**src/rtl/fu_exec_unit.sv**
```systemverilog
// -----------------------------------------------------------------------------
// fu_exec_unit
//
// One execution lane that sits downstream of a reservation-station issue
// port. It captures one issued op, computes the result in one cycle, or in
// MUL_LATENCY cycles for a multiply. It then holds the result on the
// writeback/wakeup port until the result-bus arbiter grants it.
//
// Parameters
//   MUL_LATENCY  cycles from capture to wb_valid for MUL (1..15).
//                A value of 1 makes MUL behave like any single-cycle op.
//
// Optional feature (compile-time macro FU_FAST_RETIRE_EN)
//   When the macro is defined, a new op may be captured on the same edge
//   that the arbiter grants the pending result. Single-cycle ops can then
//   issue back to back. When the macro is undefined, the lane must return to
//   IDLE before it accepts another op.
//
// Ports
//   clk            rising-edge clock
//   reset_n        asynchronous active-low reset
//   issue_valid    issue strobe from the reservation station
//   issue_is_LS    load/store address computation (rs1 + imm)
//   issue_alusrc   1: operand B = imm, 0: operand B = rs2_val
//   issue_alu_type 4-bit ALU control code
//   issue_rd_tag   destination physical register tag
//   issue_rob_num  ROB entry number
//   issue_rs1_val  operand A
//   issue_rs2_val  rs2 value (also the store data for LS ops)
//   issue_imm      immediate
//   fu_ready       lane can accept an issue at the next edge
//   wb_valid       result pending on the writeback port
//   wb_tag         rd tag of the pending result
//   wb_val         result value
//   wb_rob_num     ROB entry of the pending result
//   wb_is_LS       result is a load/store address
//   wb_st_data     captured rs2_val; meaningful only when wb_is_LS = 1
//   wb_grant       arbiter accepts the writeback at this edge
// -----------------------------------------------------------------------------
module fu_exec_unit #(
    parameter int MUL_LATENCY = 3
) (
    input  logic        clk,
    input  logic        reset_n,
    input  logic        issue_valid,
    input  logic        issue_is_LS,
    input  logic        issue_alusrc,
    input  logic [3:0]  issue_alu_type,
    input  logic [5:0]  issue_rd_tag,
    input  logic [5:0]  issue_rob_num,
    input  logic [31:0] issue_rs1_val,
    input  logic [31:0] issue_rs2_val,
    input  logic [31:0] issue_imm,
    output logic        fu_ready,
    output logic        wb_valid,
    output logic [5:0]  wb_tag,
    output logic [31:0] wb_val,
    output logic [5:0]  wb_rob_num,
    output logic        wb_is_LS,
    output logic [31:0] wb_st_data,
    input  logic        wb_grant
);

    // ALU control codes
    localparam logic [3:0] ALU_ADD  = 4'd1;
    localparam logic [3:0] ALU_SUB  = 4'd2;
    localparam logic [3:0] ALU_AND  = 4'd3;
    localparam logic [3:0] ALU_OR   = 4'd4;
    localparam logic [3:0] ALU_XOR  = 4'd5;
    localparam logic [3:0] ALU_SLL  = 4'd6;
    localparam logic [3:0] ALU_SRL  = 4'd7;
    localparam logic [3:0] ALU_SRA  = 4'd8;
    localparam logic [3:0] ALU_SLT  = 4'd9;
    localparam logic [3:0] ALU_SLTU = 4'd10;
    localparam logic [3:0] ALU_LUI  = 4'd11;
    localparam logic [3:0] ALU_MUL  = 4'd12;

    // A multi-cycle multiply exists only when the latency exceeds one
    // cycle. Otherwise MUL takes the single-cycle path like every other op.
    localparam bit         MUL_MULTI  = (MUL_LATENCY > 1);
    localparam logic [3:0] MUL_COUNT0 = 4'(MUL_LATENCY - 1);

    typedef enum logic [1:0] {
        ST_IDLE = 2'd0,
        ST_BUSY = 2'd1,
        ST_DONE = 2'd2
    } state_t;

    // -------------------------------------------------------------------------
    // State and datapath registers
    // -------------------------------------------------------------------------
    state_t      state_reg,      state_next;
    logic [3:0]  count_reg,      count_next;
    logic [31:0] opa_reg,        opa_next;
    logic [31:0] opb_reg,        opb_next;
    logic        wb_valid_reg,   wb_valid_next;
    logic [5:0]  wb_tag_reg,     wb_tag_next;
    logic [31:0] wb_val_reg,     wb_val_next;
    logic [5:0]  wb_rob_reg,     wb_rob_next;
    logic        wb_is_ls_reg,   wb_is_ls_next;
    logic [31:0] wb_st_data_reg, wb_st_data_next;

    // -------------------------------------------------------------------------
    // Single-cycle ALU
    // -------------------------------------------------------------------------
    function automatic logic [31:0] alu_calc(
        input logic [3:0]  op,
        input logic [31:0] a,
        input logic [31:0] b,
        input logic [31:0] imm
    );
        logic [31:0] r;
        r = 32'd0;
        case (op)
            ALU_ADD:  r = a + b;
            ALU_SUB:  r = a - b;
            ALU_AND:  r = a & b;
            ALU_OR:   r = a | b;
            ALU_XOR:  r = a ^ b;
            ALU_SLL:  r = a << b[4:0];
            ALU_SRL:  r = a >> b[4:0];
            ALU_SRA:  r = $unsigned($signed(a) >>> b[4:0]);
            ALU_SLT:  r = ($signed(a) < $signed(b)) ? 32'd1 : 32'd0;
            ALU_SLTU: r = (a < b) ? 32'd1 : 32'd0;
            ALU_LUI:  r = imm;
            ALU_MUL:  r = a * b;
            default:  r = 32'd0;
        endcase
        return r;
    endfunction

    logic [31:0] op_b;
    logic [31:0] single_result;
    logic        issue_long_mul;
    logic        can_accept;
    logic        capture;

    assign op_b = issue_alusrc ? issue_imm : issue_rs2_val;

    // A load/store op overrides the ALU code with an address add.
    assign single_result = issue_is_LS ? (issue_rs1_val + issue_imm)
                                       : alu_calc(issue_alu_type, issue_rs1_val,
                                                  op_b, issue_imm);

    assign issue_long_mul = MUL_MULTI && !issue_is_LS && (issue_alu_type == ALU_MUL);

`ifdef FU_FAST_RETIRE_EN
    // The slot also frees up on the edge where the pending result is
    // granted, so a new op can be captured on that same edge.
    assign can_accept = (state_reg == ST_IDLE) ||
                        ((state_reg == ST_DONE) && wb_grant);
`else
    assign can_accept = (state_reg == ST_IDLE);
`endif

    // fu_ready drops in the same cycle an issue is presented, so the
    // reservation station cannot place a second op into this lane.
    assign fu_ready = can_accept && !issue_valid;
    assign capture  = can_accept && issue_valid;

    // -------------------------------------------------------------------------
    // Next-state and datapath logic
    // -------------------------------------------------------------------------
    always_comb begin
        state_next      = state_reg;
        count_next      = count_reg;
        opa_next        = opa_reg;
        opb_next        = opb_reg;
        wb_valid_next   = wb_valid_reg;
        wb_tag_next     = wb_tag_reg;
        wb_val_next     = wb_val_reg;
        wb_rob_next     = wb_rob_reg;
        wb_is_ls_next   = wb_is_ls_reg;
        wb_st_data_next = wb_st_data_reg;

        case (state_reg)
            ST_BUSY: begin
                if (count_reg == 4'd1) begin
                    wb_val_next   = opa_reg * opb_reg;
                    wb_valid_next = 1'b1;
                    count_next    = 4'd0;
                    state_next    = ST_DONE;
                end else begin
                    count_next = count_reg - 4'd1;
                end
            end
            ST_DONE: begin
                if (wb_grant) begin
                    wb_valid_next = 1'b0;
                    state_next    = ST_IDLE;
                end
            end
            default: ;
        endcase

        // Capture takes priority over the DONE retirement above. With fast
        // retire, this replaces the granted result in the same edge.
        if (capture) begin
            wb_tag_next     = issue_rd_tag;
            wb_rob_next     = issue_rob_num;
            wb_is_ls_next   = issue_is_LS;
            wb_st_data_next = issue_rs2_val;
            if (issue_long_mul) begin
                opa_next      = issue_rs1_val;
                opb_next      = op_b;
                count_next    = MUL_COUNT0;
                wb_valid_next = 1'b0;
                state_next    = ST_BUSY;
            end else begin
                wb_val_next   = single_result;
                wb_valid_next = 1'b1;
                state_next    = ST_DONE;
            end
        end
    end

    always_ff @(posedge clk or negedge reset_n) begin
        if (!reset_n) begin
            state_reg      <= ST_IDLE;
            count_reg      <= 4'd0;
            opa_reg        <= 32'd0;
            opb_reg        <= 32'd0;
            wb_valid_reg   <= 1'b0;
            wb_tag_reg     <= 6'd0;
            wb_val_reg     <= 32'd0;
            wb_rob_reg     <= 6'd0;
            wb_is_ls_reg   <= 1'b0;
            wb_st_data_reg <= 32'd0;
        end else begin
            state_reg      <= state_next;
            count_reg      <= count_next;
            opa_reg        <= opa_next;
            opb_reg        <= opb_next;
            wb_valid_reg   <= wb_valid_next;
            wb_tag_reg     <= wb_tag_next;
            wb_val_reg     <= wb_val_next;
            wb_rob_reg     <= wb_rob_next;
            wb_is_ls_reg   <= wb_is_ls_next;
            wb_st_data_reg <= wb_st_data_next;
        end
    end

    assign wb_valid   = wb_valid_reg;
    assign wb_tag     = wb_tag_reg;
    assign wb_val     = wb_val_reg;
    assign wb_rob_num = wb_rob_reg;
    assign wb_is_LS   = wb_is_ls_reg;
    assign wb_st_data = wb_st_data_reg;

endmodule
```
**config.mk**
```make
export PLATFORM = sky130hd
export DESIGN_NAME = fu_exec_unit
export DESIGN_NICKNAME = d
export VERILOG_FILES = /design/src/rtl/fu_exec_unit.sv
export SDC_FILE = /design/constraint.sdc
export NUM_CORES = 2
export LEC_CHECK = 0
export CORE_MARGIN = 2
export CORE_UTILIZATION = 35
export DETAILED_ROUTE_END_ITERATION = 10
export GPL_TIMING_DRIVEN = 0
export PLACE_DENSITY_LB_ADDON = 0.3
export REMOVE_ABC_BUFFERS = 1
export SYNTH_ARGS = -nofsm -noshare
export SYNTH_HDL_FRONTEND = slang
export SYNTH_SLANG_ARGS = --single-unit
```
**constraint.sdc**
```tcl
create_clock -name clk -period 10.6 [get_ports clk]
set_input_delay 2.12 -clock clk [delete_from_list [all_inputs] [get_ports clk]]
set_output_delay 2.12 -clock clk [all_outputs]
set_load 0.02 [all_outputs]
```
==> flow_metrics.tcl <==
set metrics [dict create \
    finalPower_uw 16190 \
    dp_hpwl_um 148600 \
    fin_worst_skew_ns 0.02126 \
    r2r-end "wb_val[28]" \
    finalHoldViolCount 0 \
    p_leak_uw 0.02438 \
    maxCapViolations 6 \
    hold_buffers 0 \
    cp.required_ns 10.97 \
    timing.rr.start "opa_reg[7]" \
    p_per_area_nw_per_um2 318.5 \
    ir_worst_vdd_v 0.0006067 \
    die_h_um 365.6 \
    ant_nets 0 \
    worst_pin_slew_ns 1.591 \
    synth_most_common_cell "nand2_1" \
    cp.arrival_ns 10.89 \
    slew_headroom -0.06055 \
    cpLargestDelayFamily "adder cells" \
    grtUsageTotal 0.2881 \
    grt_pass1_wl_um 282800 \
    rrSetupSlack_ns 2.18 \
    synth_area_leader_cell "fa_1" \
    insertion_delay_ns 0.53 \
    syn2layout_area_growth_pct 11.01 \
    wirelength_um 190700 \
    worstHoldPathType "reg2reg" \
    crit_fanout 15 \
    critical_path_class "in2reg" \
    synthDistinctLibCells 89 \
    violations "capacitance limit, slew limit" \
    numPortBuffers 196 \
    ys_seq_area_frac 0.08037 \
    vias 41502 \
    wl_per_cell_um 26.03 \
    path_common_cell "fa_1" \
    drc 0 \
    synth_area_um2 45770 \
    start_util 0.3530 \
    antenna_found_initial 7 \
    h-tree-depth 4 \
    synthArstFlopShare 1.000 \
    netlist_top_cells_area "fa_1, ha_1, nand2_1, dfrtp_1, inv_1" \
    cts_tree "done" \
    crit_start "issue_imm[10]" \
    cts.sinks 147 \
    post_dp_cell_area_um2 49840 \
    setup.worst_path.start_class "input pin" \
    fp.dieW_um 365.6 \
    clkTransAtPathRegs_ns 0.07 \
    grt_pass1_vias 42924 \
    critical_path_buf_inv_count 4 \
    dp.cells 7257 \
    vias_per_cell 5.666 \
    ys.flop_type "dfrtp_1" \
    stdcell_count 7325 \
    drv_slew 94 \
    std_cell_rows 132 \
    core_area_um2 129600 \
    status "finished with violations" \
    final_area_um2 50810 \
    synth.avg_cell_area_um2 8.166 \
    crit_path_end_kind "flip-flop" \
    cts_buffers 17 \
    yosysWarnings 0 \
    crit_end "wb_val[28]" \
    boundaryPins 197 \
    fin_nets 6846 \
    fmax_mhz 94.97 \
    cp_cell_sequence "clkdlybuf4s50_1, mux2_2, clkinv_2, nor2_1, fa_1, fa_1, fa_1, fa_1, inv_1, fa_1, inv_1, fa_1, fa_1, fa_1, ha_1, nand3b_1, o211ai_1, a311oi_1, nand4_1, o41ai_2, a21oi_1" \
    drt_iter0_markers 3712 \
    r2r_cells 25 \
    critPathMaxStageDelay_ns 0.68 \
    rsz0062_at_grt "false" \
    synth_top_area_frac 0.3460 \
    grt.overflow.total 0 \
    cts-root-buf "clkbuf_16" \
    ys_seq_elements 147 \
    cp_slowest_cell "clkdlybuf4s50_1" \
    fillerInstances 13320 \
    syn_inst 5605 \
    synth_edf_count 0 \
    cts.path.max_buffers 2 \
    dieArea_um2 133700 \
    post-route-period-util 0.9933 \
    drive_gt1_frac 0.04680 \
    gp_congestion 1.024 \
    netlist_top_cells_count "nand2_1, inv_1, fa_1, nor2_1, ha_1" \
    worst-path-stages 21 \
    finalSetupViolCount 0 \
    min_period_ns 10.53 \
    first_pass_iters 6 \
    grt_max_degree 104 \
]
==> routing by layer <==
layer,GRT usage,part of all wire,vias up
li1,-,-,17647
met1,0.3904,0.42,21341
met2,0.4489,0.44,2082
met3,0.06093,0.095,432
met4,0.1123,0.043,0
met5,0,0,-
==> cells in the final DEF (no fill, tap or decap), types with 45 or more instances in the layout <==
master / netlist / final
nand2_1: 982 / 979
inv_1: 967 / 959
fa_1: 791 / 791
nor2_1: 435 / 433
ha_1: 373 / 372
a21oi_1: 227 / 226
o21ai_0: 176 / 175
clkdlybuf4s50_1: 0 / 174
and2_1: 146 / 145
dfrtp_1: 147 / 140
mux2i_1: 119 / 99
xnor2_1: 89 / 89
a21o_1: 53 / 53
nor3_1: 58 / 52
a211oi_1: 46 / 45
==> what timing repair did <==
action                     CTS  global route
setup endpoints to repair    9             7
gates resized for setup     31            24
pin swaps                    0             1
buffers inserted            12            13
gates cloned                 2             1
==> per-stage QoR <==
stage	hold WS [ns]	utilization	setup slack (ns)	TNS, ns
6_report	0.4751	0.3919	0.07082	0
5_1_grt	0.5040	0.3918	0.004598	0
4_1_cts	0.4801	0.3905	0.02216	0
3_5_place_dp	0.4628	0.3844	-1.749	-10.56
3_3_place_gp	0.4579	0.3747	-10.52	-389.45
2_1_floorplan	0.4502	-	-1.433	-15.19
==> worst min path at each step <==
stage | slack (ns) | cells after the start | end | startpoint
floorplan | 0.45 | 2 | opa_reg[31] | opa_reg[31]
global placement | 0.46 | 2 | wb_st_data[31] | wb_st_data[31]
detailed placement | 0.46 | 2 | wb_st_data[5] | wb_st_data[5]
CTS | 0.48 | 2 | wb_st_data[5] | wb_st_data[5]
global route | 0.50 | 2 | wb_st_data[5] | wb_st_data[5]
finish | 0.48 | 2 | wb_st_data[30] | wb_st_data[30]
==> cells by family (layout without fill, tap and decap cells) <==
kind of cell | after synthesis | after routing | share of synthesized area
other | 0 | 6 | 0
xor gates and xnor gates | 130 | 130 | 0.02488
and+or+nand+nor | 1798 | 1798 | 0.1667
muxes | 160 | 161 | 0.04330
AOI/OAI and AO/OA | 885 | 885 | 0.1271
DFF | 147 | 147 | 0.08037
adders and majority gates | 1164 | 1164 | 0.4479
buffers and inverters | 1321 | 1292 | 0.1097
==> worst register-to-register path: stages (launching register included) <==
cell and delay, ns:
dfrtp_1 1.27, nand2_1 0.29, fa_1 0.60, inv_1 0.06, fa_1 0.50, inv_1 0.06, fa_1 0.42, fa_1 0.52
inv_1 0.04, ha_1 0.26, ha_1 0.27, inv_1 0.04, fa_1 0.47, fa_1 0.51, inv_1 0.06, ha_1 0.36
a21o_1 0.22, a211oi_1 0.38, o2111ai_1 0.28, a31oi_2 0.44, o32ai_1 0.21, o41ai_1 0.42, xor2_1 0.19, nor2_1 0.07
a211oi_1 0.25, a21oi_1 0.07
==> power by group <==
part / switching, µW / internal [µW] / leakage [µW]
clock network: 321 / 380 / 0.000313
registers: 427 / 746 / 0.00188
logic: 8580 / 5730 / 0.0222
total: 9330 / 6860 / 0.0244
==> area by class of cell <==
| class | instances | area [µm²] | area share |
|---|---|---|---|
| flip-flops and latches | 147 | 3687 | 0.07257 |
| well taps | 1742 | 2180 | 0.04290 |
| repair buffers | 276 | 3110 | 0.06122 |
| clock buffers | 17 | 425.4 | 0.008373 |
| multi-input cells | 4138 | 37420 | 0.7365 |
| diodes | 6 | 15.01 | 0.0002955 |
| inverters | 982 | 3745 | 0.07370 |
| clock inverters | 15 | 211.5 | 0.004162 |
| repair inverters | 2 | 12.51 | 0.0002463 |
Note: power is estimated with default switching activity, not from simulation.
